--- src/rtl/excess3_collector.sv ---
// Serial excess-3 bit collector: packs LSB-first bits into 4-bit digits
// and buffers them in a FIFO drained by a valid/ready handshake.
//
// Optional feature macro: EXCESS3_CHECK_EN
//   defined   : each completed digit tagged ovf=0 is range-checked
//               (4'b0011..4'b1100); violations set sticky code_err
//   undefined : no checker logic, code_err tied low
//
// Ports:
//   clk          system clock, all flops on rising edge
//   reset_n      synchronous active-low reset
//   bit_valid    serial bit present on s_in/v_in
//   s_in         serial excess-3 sum bit, LSB first
//   v_in         converter overflow flag (captured with bit 3 only)
//   align        force digit boundary, discard partial bits
//   digit_out    FIFO head digit {b3,b2,b1,b0}, 0 when empty
//   digit_ovf    overflow tag of head digit, 0 when empty
//   digit_valid  FIFO not empty
//   digit_ready  consumer accepts head this cycle
//   overrun      sticky: completed digit dropped on full FIFO
//   code_err     sticky: invalid excess-3 code seen
module excess3_collector #(
  parameter int DEPTH = 4
) (
  input  logic       clk,
  input  logic       reset_n,
  input  logic       bit_valid,
  input  logic       s_in,
  input  logic       v_in,
  input  logic       align,
  output logic [3:0] digit_out,
  output logic       digit_ovf,
  output logic       digit_valid,
  input  logic       digit_ready,
  output logic       overrun,
  output logic       code_err
);

  localparam int AW = (DEPTH > 1) ? $clog2(DEPTH) : 1;

  localparam logic [AW:0] FULL_CNT = (AW+1)'(DEPTH);

  localparam logic [1:0] COLLECT0 = 2'd0;
  localparam logic [1:0] COLLECT1 = 2'd1;
  localparam logic [1:0] COLLECT2 = 2'd2;
  localparam logic [1:0] COLLECT3 = 2'd3;

  // ------------------------------------------------------------
  // Bit collection
  // ------------------------------------------------------------
  logic [1:0] r_cnt;
  logic [2:0] r_shift;

  logic       w_take;
  logic       w_done;
  logic [3:0] w_digit;
  logic       w_tag;

  // align wins over a coincident bit_valid
  assign w_take  = bit_valid & ~align;
  assign w_done  = w_take & (r_cnt == COLLECT3);
  // bit 3 comes straight from s_in; the digit is pushed on this edge
  assign w_digit = {s_in, r_shift};
  assign w_tag   = v_in;

  always_ff @(posedge clk) begin
    if (!reset_n) begin
      r_cnt   <= COLLECT0;
      r_shift <= 3'b000;
    end else if (align) begin
      r_cnt   <= COLLECT0;
      r_shift <= 3'b000;
    end else if (bit_valid) begin
      unique case (r_cnt)
        COLLECT0: begin
          r_shift[0] <= s_in;
          r_cnt      <= COLLECT1;
        end
        COLLECT1: begin
          r_shift[1] <= s_in;
          r_cnt      <= COLLECT2;
        end
        COLLECT2: begin
          r_shift[2] <= s_in;
          r_cnt      <= COLLECT3;
        end
        COLLECT3: begin
          r_shift <= 3'b000;
          r_cnt   <= COLLECT0;
        end
        default: begin
          r_shift <= 3'b000;
          r_cnt   <= COLLECT0;
        end
      endcase
    end
  end

  // ------------------------------------------------------------
  // Digit FIFO
  // ------------------------------------------------------------
  logic [4:0]    r_mem [DEPTH];
  logic [AW-1:0] r_wptr;
  logic [AW-1:0] r_rptr;
  logic [AW:0]   r_count;
  logic          r_overrun;

  logic w_empty;
  logic w_full;
  logic w_pop;
  logic w_push;
  logic w_drop;

  assign w_empty = (r_count == '0);
  assign w_full  = (r_count == FULL_CNT);
  assign w_pop   = ~w_empty & digit_ready;
  // a pop on the same edge frees the slot for a full-FIFO push
  assign w_push  = w_done & (~w_full | w_pop);
  assign w_drop  = w_done & w_full & ~w_pop;

  always_ff @(posedge clk) begin
    if (w_push) begin
      r_mem[r_wptr] <= {w_tag, w_digit};
    end
  end

  always_ff @(posedge clk) begin
    if (!reset_n) begin
      r_wptr    <= '0;
      r_rptr    <= '0;
      r_count   <= '0;
      r_overrun <= 1'b0;
    end else begin
      if (w_push) begin
        r_wptr <= r_wptr + 1'b1;
      end
      if (w_pop) begin
        r_rptr <= r_rptr + 1'b1;
      end
      unique case ({w_push, w_pop})
        2'b10:   r_count <= r_count + 1'b1;
        2'b01:   r_count <= r_count - 1'b1;
        default: r_count <= r_count;
      endcase
      if (w_drop) begin
        r_overrun <= 1'b1;
      end
    end
  end

  logic [4:0] w_head;

  // memory is not reset; gate the head so an empty FIFO reads as 0
  assign w_head      = w_empty ? 5'd0 : r_mem[r_rptr];
  assign digit_out   = w_head[3:0];
  assign digit_ovf   = w_head[4];
  assign digit_valid = ~w_empty;
  assign overrun     = r_overrun;

  // ------------------------------------------------------------
  // Optional excess-3 code checker
  // ------------------------------------------------------------
`ifdef EXCESS3_CHECK_EN
  logic r_code_err;
  logic w_bad;

  // checked on every completed digit, even one that gets dropped
  assign w_bad = w_done & ~w_tag &
                 ((w_digit < 4'd3) | (w_digit > 4'd12));

  always_ff @(posedge clk) begin
    if (!reset_n) begin
      r_code_err <= 1'b0;
    end else if (w_bad) begin
      r_code_err <= 1'b1;
    end
  end

  assign code_err = r_code_err;
`else
  assign code_err = 1'b0;
`endif

endmodule

--- config.mk ---
export PLATFORM = sky130hd
export DESIGN_NAME = excess3_collector
export DESIGN_NICKNAME = d
export VERILOG_FILES = /design/src/rtl/excess3_collector.sv
export SDC_FILE = /design/constraint.sdc
export NUM_CORES = 1
export LEC_CHECK = 0
export CORE_MARGIN = 1.5
export CORE_UTILIZATION = 29
export CTS_CLUSTER_DIAMETER = 150
export DETAILED_ROUTE_END_ITERATION = 8
export GPL_TIMING_DRIVEN = 0
export PLACE_DENSITY_LB_ADDON = 0.12
export RECOVER_POWER = 25
export SLEW_MARGIN = 0
export SYNTH_ARGS = -nofsm -noshare
export SYNTH_HDL_FRONTEND = slang
export SYNTH_SLANG_ARGS = --single-unit
--- constraint.sdc ---
create_clock -name clk -period 2.24 [get_ports clk]
set_input_delay 0.672 -clock clk [delete_from_list [all_inputs] [get_ports clk]]
set_output_delay 0.672 -clock clk [all_outputs]
set_load 0.005 [all_outputs]
==> PnR_summary.wiki, run 1 <==
{| class="wikitable"
! Metric !! Value
|-
| Post-Syn Area per Cell || 13.2 µm²
|-
| Cell count along the critical path || 5
|-
| Status || complete, no violations
|-
| M1 wire length || 1180 µm
|-
| Async S/R FF share, synth || 0%
|-
| Net count after synthesis || 133
|-
| Largest stage delay, worst path || 0.48 ns
|-
| Per-cell via count in the routed design || 4.43
|-
| Antenna violations before repair || 0
|-
| Max IR drop VDD || 0.000233 V
|-
| Via count || 943
|-
| Max-cap check violation count || 0
|-
| Final Cell Area || 1910 µm²
|-
| Worst-case reg-to-reg path depth || 6
|-
| Signal arrival time at the worst endpoint || 1.56 ns
|-
| Power per standard cell area || 626 nW/µm²
|-
| Remaining routing DRC violations || 0
|-
| Number of global-route vias before repair || 946
|-
| Cells after synthesis || 117
|-
| Global-route usage over all layers || 10.7%
|-
| Post-synthesis adder-cell area fraction || 7.79%
|-
| Total Die Area || 5760 µm²
|-
| Total count of max-transition violations in the final report || 0
|-
| Compound-gate portion of the synthesized area || 4.87%
|-
| Netlist Area Pre-Place || 1540 µm²
|-
| Combinational family with the most area after synthesis || simple AND/OR/NAND/NOR gates
|-
| Highest-count cells in the layout ignoring fill and taps || 20 x sky130_fd_sc_hd__edfxtp_1, 14 x sky130_fd_sc_hd__dfxtp_1, 8 x sky130_fd_sc_hd__inv_1, 8 x sky130_fd_sc_hd__and2_1, 8 x sky130_fd_sc_hd__ha_1
|-
| Uppermost metal layer occupied by signal nets || met4
|-
| Setup TNS || 0 ns
|-
| I/O pin count || 15
|-
| Final setup violating endpoints || 0
|-
| Global-route congestion overflow total || 0
|-
| Share of the clock period used by the worst path || 99.6%
|-
| Sequential area share after synthesis || 58.4%
|-
| Static leakage || 0.000705 µW
|-
| Initial DRC count || 15
|-
| H-Tree Depth || 2
|-
| Number of storage elements in the synthesis netlist || 35
|-
| Total half-perimeter wirelength after legalization and detailed placement || 1900 µm
|-
| Setup crit start kind || register
|-
| Worst slack after detailed placement || -0.454 ns
|-
| Final hold vios || 0
|-
| Worst reg2reg startpoint || r_cnt[0]
|-
| Yosys cell types || 31
|-
| Antenna-violating nets left || 0
|-
| Class of the most critical setup path || reg2out
|-
| Clock tree from TritonCTS || built
|-
| Worst hold-check slack || 0.472 ns
|-
| CORE AREA || 5110 µm²
|-
| Xor-xnor portion of the synthesized cell area || 1.70%
|-
| Die H || 75.9 µm
|-
| Number of CTS-inserted buffers || 5
|-
| Width of the die || 75.9 µm
|-
| Clock Tree Buf Depth || 2
|-
| First-pass GRT wire length || 4620 µm
|-
| Maximum number of pins on one net before global-route repair || 12
|-
| Relative area change from synthesis to final layout || 23.7%
|-
| Post-Route WL || 2880 µm
|-
| Max FO, Critical Path || 4
|-
| Final worst path period need || 2.23 ns
|-
| Placed instance area || 1760 µm²
|-
| Root Driver || sky130_fd_sc_hd__clkbuf_8
|-
| Number of warnings issued by yosys || 0
|-
| Crit-path cells || buf_6 -> buf_12 -> mux4_2 -> nor2b_4 -> buf_2
|-
| Cell with the largest stage delay on the worst path || sky130_fd_sc_hd__mux4_2
|-
| Starting density of the core || 30.2%
|-
| Metal2 WL || 1510 µm
|-
| Hold-fix buffers, CTS || 0
|-
| Final weighted congestion of routability-driven global placement || 0.736
|-
| RSZ-0062 raised after global routing || true
|-
| Num Clock Sinks || 35
|-
| Number of synthesized flops with an enable pin || 20
|-
| Antenna diode instance count || 0
|-
| Commonest non-fill, non-tap cell in the layout || sky130_fd_sc_hd__edfxtp_1
|-
| Worst-skew pair later-pin latency || 0.28 ns
|-
| Clock-pin slew of the registers on the worst-case setup and hold paths || 0.06 ns
|-
| Share of cells above drive strength 1 || 21.0%
|-
| Required time worst endpoint || 1.57 ns
|-
| Worst clock skew on the final layout || 0.00756 ns
|-
| Number of buffers and inverters on the critical path || 3
|-
| Routed length per instance || 13.5 µm
|-
| Slack of the critical path || 0.00840 ns
|-
| Prevailing post-synth register cell || sky130_fd_sc_hd__edfxtp_1
|-
| Core Rows || 26
|-
| Startpoint of the lowest-slack hold path || overrun
|-
| Sum of met3 wire segment lengths after detailed routing || 115 µm
|-
| Cell count of the worst hold path || 1
|-
| Number of iterations in the first detailed-routing pass || 4
|-
| Worst hold path type || reg2reg
|-
| Final Net Count || 158
|-
| Max Freq || 448 MHz
|-
| Fill cell total of the finished layout || 519
|-
| Area share of and/or/nand/nor cells after synthesis || 13.4%
|-
| Count of port buffers added during placement || 13
|-
| Family with the most delay on the worst path || multiplexers
|-
| Setup crit end kind || primary output
|-
| Multiplexer fraction of the synthesized cell area || 10.6%
|}
==> timing repair <==
action	in CTS	in global routing
hold endpoints to repair	0	0
resized for setup	19	9
buffers inserted	4	1
pin swaps	2	0
endpoints found under the setup margin	27	29
==> layout make-up <==
cell class | instances | area (µm²) | area share [%]
plain buffers | 3 | 22.5 | 1.18
multi-input cells | 71 | 629 | 33.0
inverters | 8 | 30.0 | 1.57
clock inverters | 2 | 8.76 | 0.459
clock buffers | 6 | 72.6 | 3.81
flip-flops and latches | 35 | 902 | 47.3
well taps | 70 | 87.6 | 4.59
repair buffers | 18 | 154 | 8.07
==> metal layers <==
metal,track usage [%],up-vias
li1,-,456
met5,0,-
met4,6.30,0
met3,2.53,7
met2,18.7,22
met1,11.7,458
==> worst paths after layout <==
path | endpoint | slack, ns
max | digit_out[3] | 0.008
min | overrun | 0.47
max reg2reg | r_count[2] | 0.32
min reg2reg | overrun | 0.47
==> state kept, by name (all words and copies together) (netlist names), named ones only <==
name and flops:
overrun 1, r_wptr 2, r_count 3, r_rptr 2, r_cnt 2, r_shift 3, r_mem 20
==> worst register-to-register path, stage by stage, from the launching register on <==
cell and delay [ns]:
sky130_fd_sc_hd__dfxtp_1 0.35, sky130_fd_sc_hd__ha_1 0.26, sky130_fd_sc_hd__nand3b_1 0.18, sky130_fd_sc_hd__nand2_1 0.09, sky130_fd_sc_hd__fa_2 0.36, sky130_fd_sc_hd__o41a_1 0.44, sky130_fd_sc_hd__mux2i_1 0.13
==> logic make-up (layout without fill, tap and decap cells) <==
family / count (synthesis) / after routing
buf+inv: 11 / 37
fa+ha+maj: 9 / 9
compound gates: 11 / 11
flops: 35 / 35
simple gates: 37 / 37
mux: 10 / 10
other cells: 1 / 1
xor+xnor: 3 / 3
==> power breakdown <==
group          switching (µW)  internal (µW)
clock network             212            213
registers                6.02            681
logic                    36.5           45.1
total                     255            939
==> stage by stage <==
step,std cells,power (µW),utilization (%)
after CTS,212,1210,37.0
after global routing,213,1250,37.3
after floorplan,117,736,-
after global placement,200,771,34.4
after detailed placement,200,772,34.4
final,213,1190,37.3
==> Yosys cell counts (all sizes together) (2+ instances only) <==
cell type   n  area share (%)
mux2i       5             3.2
nand2       6             1.5
xnor2       2             1.1
nor3        2            0.65
nand2b      3             1.2
inv         8             1.9
a21oi       2            0.65
edfxtp     20              39
buf         2            0.81
o21ai       3            0.97
nor2        6             1.5
a22oi       2            0.97
dfxtp      15              19
ha          8             6.5
mux4        5             7.3
nor2b       7             2.8
and2        8             3.2
(Power assumes the default switching activity.)
==> inputs of run 2 (changes only) <==
HOLD_SLACK_MARGIN = 0.08   (was unset)
clock period = 2.2 ns   (was 2.24 ns; I/O delays follow)
==> PnR_summary.wiki, run 2 (same netlist as run 1, synthesis figures left out) <==
{| class="wikitable"
! Metric !! Value
|-
| Maximum number of pins on one net before global-route repair || 12 (unchanged)
|-
| Antenna violations before repair || 0 (unchanged)
|-
| RSZ-0062 raised after global routing || true
|-
| First-pass GRT wire length || 4620 µm (unchanged)
|-
| Global-route congestion overflow total || 0 (unchanged)
|-
| Violations in the final reports || negative setup slack
|-
| Register with the most flip-flops || r_mem
|-
| Max FO, Critical Path || 4 (unchanged)
|-
| Clock-pin slew of the registers on the worst-case setup and hold paths || 0.06 ns (about the same)
|-
| Max Freq || 451 MHz
|-
| Power share of the clock group || 35.7% (about the same)
|-
| Number of flip-flops under the largest register name || 20 (unchanged)
|-
| Worst clock skew on the final layout || 0.00713 ns (-0.000429 ns)
|-
| Total power || 1210 µW (+1.6%)
|-
| Count of port buffers added during placement || 13 (unchanged)
|-
| Root Driver || sky130_fd_sc_hd__clkbuf_8
|-
| Global-route usage over all layers || 10.7% (unchanged)
|-
| Number of CTS-inserted buffers || 5 (unchanged)
|-
| Signal arrival time at the worst endpoint || 1.56 ns (about the same)
|-
| Number of global-route vias before repair || 946 (unchanged)
|-
| Final hold vios || 0 (unchanged)
|-
| Total Die Area || 5760 µm² (unchanged)
|-
| Slack of the critical path || -0.0196 ns (-0.0280 ns)
|-
| Final setup violating endpoints || 3 (+3)
|-
| Die H || 75.9 µm (unchanged)
|-
| Relative area change from synthesis to final layout || 23.7% (unchanged)
|-
| Final Cell Area || 1910 µm² (unchanged)
|-
| Power per standard cell area || 636 nW/µm² (+1.6%)
|-
| Clock tree from TritonCTS || built
|-
| Max-cap check violation count || 0 (unchanged)
|-
| Combinational cell fraction of total power || 6.7% (about the same)
|-
| Total half-perimeter wirelength after legalization and detailed placement || 1900 µm (unchanged)
|-
| Max IR drop VDD || 0.000238 V (+1.8%)
|-
| Net switching power of the design || 258 µW (+1.2%)
|-
| Clock Tree Buf Depth || 2 (unchanged)
|-
| Setup crit start kind || register
|-
| Share of the clock period used by the worst path || 101%
|-
| Status || finished, violations left
|-
| Antenna-violating nets left || 0 (unchanged)
|-
| Commonest non-fill, non-tap cell in the layout || sky130_fd_sc_hd__edfxtp_1
|-
| Width of the die || 75.9 µm (unchanged)
|-
| CORE AREA || 5110 µm² (unchanged)
|-
| Routed length per instance || 13.5 µm (-0.45%)
|-
| H-Tree Depth || 2 (unchanged)
|-
| Final weighted congestion of routability-driven global placement || 0.736 (unchanged)
|-
| Number of iterations in the first detailed-routing pass || 4 (unchanged)
|-
| Initial DRC count || 15 (unchanged)
|-
| Hold-fix buffers, CTS || 0 (unchanged)
|-
| Per-cell via count in the routed design || 4.44 (+0.32%)
|-
| Remaining routing DRC violations || 0 (unchanged)
|-
| Registers with the highest flip-flop counts || r_mem x20, r_count x3, r_shift x3
|-
| Setup crit end kind || primary output
|-
| Required time worst endpoint || 1.54 ns (-0.03 ns)
|-
| Via count || 946 (+0.32%)
|-
| Relative contribution of sequential cells to total power || 57.6% (about the same)
|-
| Cell internal pwr || 955 µW (+1.7%)
|-
| Switching part of the total || 21.3% (-0.075 points)
|-
| Core Rows || 26 (unchanged)
|-
| Final worst path period need || 2.22 ns
|-
| Filler-free cell count of the finished design || 213 (unchanged)
|-
| Num Clock Sinks || 35 (unchanged)
|-
| Static leakage || 0.000708 µW (+0.35%)
|-
| Worst hold path type || reg2reg
|-
| Startpoint of the lowest-slack hold path || overrun
|-
| Class of the most critical setup path || reg2out
|-
| Antenna diode instance count || 0 (unchanged)
|-
| Placed cells || 200 (unchanged)
|-
| Worst reg2reg startpoint || r_cnt[0]
|-
| I/O pin count || 15 (unchanged)
|-
| Total count of max-transition violations in the final report || 0 (unchanged)
|-
| Highest-count cells in the layout ignoring fill and taps || 20 x sky130_fd_sc_hd__edfxtp_1, 14 x sky130_fd_sc_hd__dfxtp_1, 8 x sky130_fd_sc_hd__inv_1, 8 x sky130_fd_sc_hd__and2_1, 8 x sky130_fd_sc_hd__ha_1
|-
| Final Net Count || 158 (unchanged)
|-
| Placed instance area || 1760 µm² (unchanged)
|-
| Share of cells above drive strength 1 || 19.6% (-1.4 points)
|-
| Worst-skew pair later-pin latency || 0.28 ns (about the same)
|-
| Post-Route WL || 2870 µm (-0.45%)
|-
| Starting density of the core || 30.2% (unchanged)
|}
[run 2: cell count changes in the layout (fill, tap and decap cells not counted)]
cell                              change
sky130_fd_sc_hd__clkbuf_2             -3
sky130_fd_sc_hd__buf_2                +2
sky130_fd_sc_hd__clkdlybuf4s15_1      +1
sky130_fd_sc_hd__clkdlybuf4s50_1      -1
sky130_fd_sc_hd__dlymetal6s2s_1       +1
sky130_fd_sc_hd__nor2b_1              +1
sky130_fd_sc_hd__nor2b_4              -1
[run 2: final timing paths]
path	to	slack (ns)	depth (start not counted)
worst min-delay path	overrun	0.47	1
worst max-delay path	digit_out[2]	-0.02	4
worst min register to register	overrun	0.47	1
worst max register to register	r_count[2]	0.28	6
[run 2: layer usage]
metal / share of wire [%] / vias to the layer above / global-route usage [%]
li1: - / 456 / -
met1: 40 / 457 / 11.7
met2: 53 / 26 / 18.7
met3: 4.3 / 7 / 2.53
met4: 2.4 / 0 / 6.30
met5: 0 / - / 0
[run 2: cell type report]
type / instances / area, µm²
tap: 70 / 87.6
fill: 518 / 3200
timing repair buffer: 18 / 161
clock buffer: 6 / 72.6
buffer: 3 / 22.5
sequential: 35 / 902
inverter: 8 / 30.0
clock inverter: 2 / 8.76
multi-input combinational: 71 / 622
[run 2: worst max-delay path: stages, from the launching register on]
cell and delay [ns]:
sky130_fd_sc_hd__dfxtp_2 0.32, sky130_fd_sc_hd__buf_6 0.12, sky130_fd_sc_hd__mux4_2 0.50, sky130_fd_sc_hd__nor2b_1 0.15
sky130_fd_sc_hd__clkdlybuf4s15_1 0.19
[run 2: power groups by stage]
stage | Clock, µW | Combinational, µW | Sequential (µW)
floorplan | 0 | 38.9 | 711
global placement | 0 | 73.3 | 712
detailed placement | 0 | 74.2 | 712
CTS | 454 | 79.0 | 698
global route | 485 | 88.7 | 699
finish | 433 | 80.7 | 699
[run 2: repair_timing]
action / CTS / global route
gates resized for setup: 23 / 5
pin swaps: 2 / 0
cloned: 0 / 0
buffers inserted: 4 / 1
setup endpoints to repair: 27 / 28
[run 2: through the flow]
step | setup TNS [ns] | setup WS [ns] | hold slack, ns | util, %
after floorplan | 0 | 0.182 | 0.454 | -
after global placement | -11.08 | -0.468 | 0.454 | 34.4
after detailed placement | -11.51 | -0.482 | 0.457 | 34.4
after CTS | -0.103 | -0.0408 | 0.475 | 36.8
after global routing | -0.224 | -0.0745 | 0.494 | 37.3
final | -0.0480 | -0.0196 | 0.472 | 37.3
==> inputs of run 3 (changes only) <==
ABC_AREA = 1   (was unset)
clock period = 1.8 ns   (was 2.2 ns; I/O delays follow)
==> PnR_summary.wiki, run 3 <==
{| class="wikitable"
! Metric !! Value
|-
| Relative contribution of sequential cells to total power || 38.2% (-19 points)
|-
| Number of flip-flops under the largest register name || 20 (unchanged)
|-
| Number of CTS-inserted buffers || 5 (unchanged)
|-
| Register with the most flip-flops || r_mem
|-
| Flop2flop setup slack || 0.11 ns (-0.17 ns)
|-
| Status || finished, violations left
|-
| Final Net Count || 206 (+30%)
|-
| Reg2Reg Capture Point || r_count[2]
|-
| Worst-case reg-to-reg path depth || 10 (+4)
|-
| I/O pin count || 15 (unchanged)
|-
| Post-Route WL || 3180 µm (+11%)
|-
| Width of the die || 77.1 µm (+1.5%)
|-
| Cells after synthesis || 162 (+38%)
|-
| Global-route usage over all layers || 11.6% (+0.88 points)
|-
| Worst hold path type || reg2reg
|-
| Initial DRC count || 85 (+70)
|-
| Net count after synthesis || 178 (+34%)
|-
| Antenna-violating nets left || 0 (unchanged)
|-
| Filler-free cell count of the finished design || 261 (+23%)
|-
| Total Die Area || 5940 µm² (+3.0%)
|-
| Total count of max-transition violations in the final report || 0 (unchanged)
|-
| Final weighted congestion of routability-driven global placement || 0.720 (-2.1%)
|-
| Final setup violating endpoints || 4 (+1)
|-
| Setup TNS || -0.0235 ns (+0.0246 ns)
|-
| Number of global-route vias before repair || 1118 (+18%)
|-
| Clock Tree Buf Depth || 2 (unchanged)
|-
| Required time worst endpoint || 1.26 ns (-0.28 ns)
|-
| Routed length per instance || 12.2 µm (-9.4%)
|-
| Total power || 2570 µW (+110%)
|-
| Global-route congestion overflow total || 0 (unchanged)
|-
| Maximum number of pins on one net before global-route repair || 12 (unchanged)
|-
| Core Rows || 26 (unchanged)
|-
| Clock-pin slew of the registers on the worst-case setup and hold paths || 0.07 ns (about the same)
|-
| Core Util, Final || 38.1% (+0.72 points)
|-
| Static leakage || 0.000753 µW (+6.4%)
|-
| Final Cell Area || 1980 µm² (+3.9%)
|-
| Sequential area share after synthesis || 56.6% (-1.8 points)
|-
| Antenna diode instance count || 0 (unchanged)
|-
| Post-synthesis adder-cell area fraction || 7.55% (-0.24 points)
|-
| Setup crit end kind || primary output
|-
| Cell taking the most area after synthesis || sky130_fd_sc_hd__edfxtp_1
|-
| Fill cell total of the finished layout || 530 (+2.3%)
|-
| Violations in the final reports || negative setup slack
|-
| Net switching power of the design || 877 µW (+240%)
|-
| Post-Syn Area per Cell || 9.82 µm² (-25%)
|-
| Placed instance area || 1810 µm² (+2.8%)
|-
| Switching part of the total || 34.1% (+13 points)
|-
| Via count || 1158 (+22%)
|-
| Netlist Area Pre-Place || 1590 µm² (+3.2%)
|-
| Num Clock Sinks || 35 (unchanged)
|-
| Number of storage elements in the synthesis netlist || 35 (unchanged)
|-
| RSZ-0062 raised after global routing || true
|-
| Antenna violations before repair || 0 (unchanged)
|-
| Final hold vios || 0 (unchanged)
|-
| Crit path to || digit_out[3]
|-
| Cell internal pwr || 1690 µW (+77%)
|-
| Number of iterations in the first detailed-routing pass || 4 (unchanged)
|-
| Power share of the clock group || 27.0% (-8.7 points)
|-
| Slew HR || 64.9%
|-
| Worst-skew pair later-pin latency || 0.29 ns (about the same)
|-
| Highest-count cells in the layout ignoring fill and taps || 29 x sky130_fd_sc_hd__nor2_1, 20 x sky130_fd_sc_hd__edfxtp_1, 17 x sky130_fd_sc_hd__inv_1, 12 x sky130_fd_sc_hd__a21oi_1, 11 x sky130_fd_sc_hd__dfxtp_1
|-
| Compound-gate portion of the synthesized area || 10.1% (+5.3 points)
|-
| Max IR drop VDD || 0.000611 V (+160%)
|-
| Clock tree from TritonCTS || built
|-
| Combinational cell fraction of total power || 34.9% (+28 points)
|-
| Combinational family with the most area after synthesis || simple AND/OR/NAND/NOR gates
|-
| Root Driver || sky130_fd_sc_hd__clkbuf_8
|-
| Count of port buffers added during placement || 13 (unchanged)
|-
| Placed cells || 245 (+23%)
|-
| Share of cells above drive strength 1 || 25.1% (+5.6 points)
|-
| Yosys cell types || 25 (-19%)
|-
| H-Tree Depth || 2 (unchanged)
|-
| Starting density of the core || 30.6% (+0.37 points)
|-
| Number of warnings issued by yosys || 0 (unchanged)
|-
| Worst reg2reg startpoint || r_cnt[0]
|-
| Setup crit start kind || register
|-
| Area share of and/or/nand/nor cells after synthesis || 19.7% (+6.3 points)
|-
| Prevailing post-synth register cell || sky130_fd_sc_hd__edfxtp_1
|-
| Max-cap check violation count || 0 (unchanged)
|-
| Power per standard cell area || 1300 nW/µm² (+100%)
|-
| Dominant cell by count in the synthesized netlist || sky130_fd_sc_hd__nor2_1
|-
| Xor-xnor portion of the synthesized cell area || 0% (-1.7 points)
|-
| Multiplexer fraction of the synthesized cell area || 0% (-11 points)
|-
| Total half-perimeter wirelength after legalization and detailed placement || 2100 µm (+10%)
|-
| Die H || 77.1 µm (+1.5%)
|-
| Async S/R FF share, synth || 0% (unchanged)
|-
| Share of the clock period used by the worst path || 100%
|-
| Hold-fix buffers, CTS || 0 (unchanged)
|-
| Transition at the pin with the smallest max-transition slack || 0.524 ns
|-
| Final worst path period need || 1.81 ns
|-
| Slack of the critical path || -0.00857 ns (+0.0110 ns)
|-
| Max FO, Critical Path || 5 (+1)
|-
| Per-cell via count in the routed design || 4.44 (-0.10%)
|-
| Max Freq || 553 MHz
|-
| Signal arrival time at the worst endpoint || 1.27 ns (-0.29 ns)
|-
| Number of synthesized flops with an enable pin || 20 (unchanged)
|-
| Commonest non-fill, non-tap cell in the layout || sky130_fd_sc_hd__nor2_1
|-
| Worst clock skew on the final layout || 0.00879 ns (+0.00166 ns)
|-
| Remaining routing DRC violations || 0 (unchanged)
|-
| First-pass GRT wire length || 5200 µm (+13%)
|-
| Share of Yosys cell area claimed by the top area cell type || 37.8% (-1.2 points)
|-
| Most instantiated cells after synthesis || 34 x sky130_fd_sc_hd__nor2_1, 20 x sky130_fd_sc_hd__edfxtp_1, 20 x sky130_fd_sc_hd__inv_1, 16 x sky130_fd_sc_hd__o21ai_0, 15 x sky130_fd_sc_hd__dfxtp_1
|-
| Relative area change from synthesis to final layout || 24.5%
|-
| CORE AREA || 5200 µm² (+1.9%)
|-
| Registers with the highest flip-flop counts || r_mem x20, r_count x3, r_shift x3
|-
| Largest cells by area after synthesis || sky130_fd_sc_hd__edfxtp_1 38%, sky130_fd_sc_hd__dfxtp_1 19%, sky130_fd_sc_hd__nor2_1 8.0%, sky130_fd_sc_hd__ha_1 6.3%, sky130_fd_sc_hd__o21ai_0 5.0%
|-
| Class of the most critical setup path || reg2out
|}
[run 3: worst min path at each step]
| stage | start | endpoint | slack [ns] | cells after the start |
|---|---|---|---|---|
| 6_report | overrun | overrun | 0.48 | 2 |
| 2_1_floorplan | r_shift[0] | r_mem[0][0] | 0.45 | 0 |
| 3_5_place_dp | overrun | overrun | 0.46 | 2 |
| 5_1_grt | overrun | overrun | 0.50 | 2 |
| 3_3_place_gp | overrun | overrun | 0.46 | 2 |
| 4_1_cts | overrun | overrun | 0.48 | 2 |
[run 3: repair_timing]
action	4_1_cts	5_1_grt
buffers inserted	4	2
setup endpoints to repair	28	6
resized for setup	48	7
pin swaps	11	9
cloned	2	0
[run 3: critical path, cell delays in order, from the launching register on]
cell and delay (ns):
sky130_fd_sc_hd__dfxtp_4 0.38, sky130_fd_sc_hd__buf_4 0.12, sky130_fd_sc_hd__clkinvlp_4 0.12, sky130_fd_sc_hd__o21ai_1 0.15, sky130_fd_sc_hd__a21oi_1 0.08, sky130_fd_sc_hd__buf_2 0.13
[run 3: cell type report]
class | instances | area (µm²) | area share (%)
Sequential cell | 35 | 911 | 46.0
Tap cell | 70 | 87.6 | 4.42
Clock inverter | 3 | 38.8 | 1.96
Clock buffer | 5 | 68.8 | 3.47
Timing Repair inverter | 1 | 7.51 | 0.379
Multi-Input combinational cell | 104 | 613 | 31.0
Buffer | 2 | 18.8 | 0.948
Inverter | 21 | 82.6 | 4.17
Timing Repair Buffer | 20 | 153 | 7.71
[run 3: power groups by stage]
stage	sequential, µW	clock (µW)	combinational, µW
floorplan	960	0	515
global placement	971	0	885
detailed placement	974	0	896
CTS	991	706	849
global route	988	737	980
finish	980	693	895
[run 3: metal layers]
metal	wire length, µm	track usage, %
met5	0	0
met4	55	4.91
met3	150	3.69
met2	1510	19.3
met1	1470	13.6
[run 3: per-stage QoR]
stage                     worst slack [ns]  hold WS, ns
after floorplan                     0.0291        0.454
after global routing               -0.0765        0.505
after global placement              -0.591        0.459
after detailed placement            -0.621        0.460
after CTS                          -0.0417        0.482
final                             -0.00857        0.480
[run 3: cells by family after synthesis]
family / after synthesis
AND/OR/NAND/NOR: 63
flip-flops: 35
AO/OA/AOI/OAI: 31
buffers and inverters: 23
adder cells (fa/ha/maj): 9
other: 1
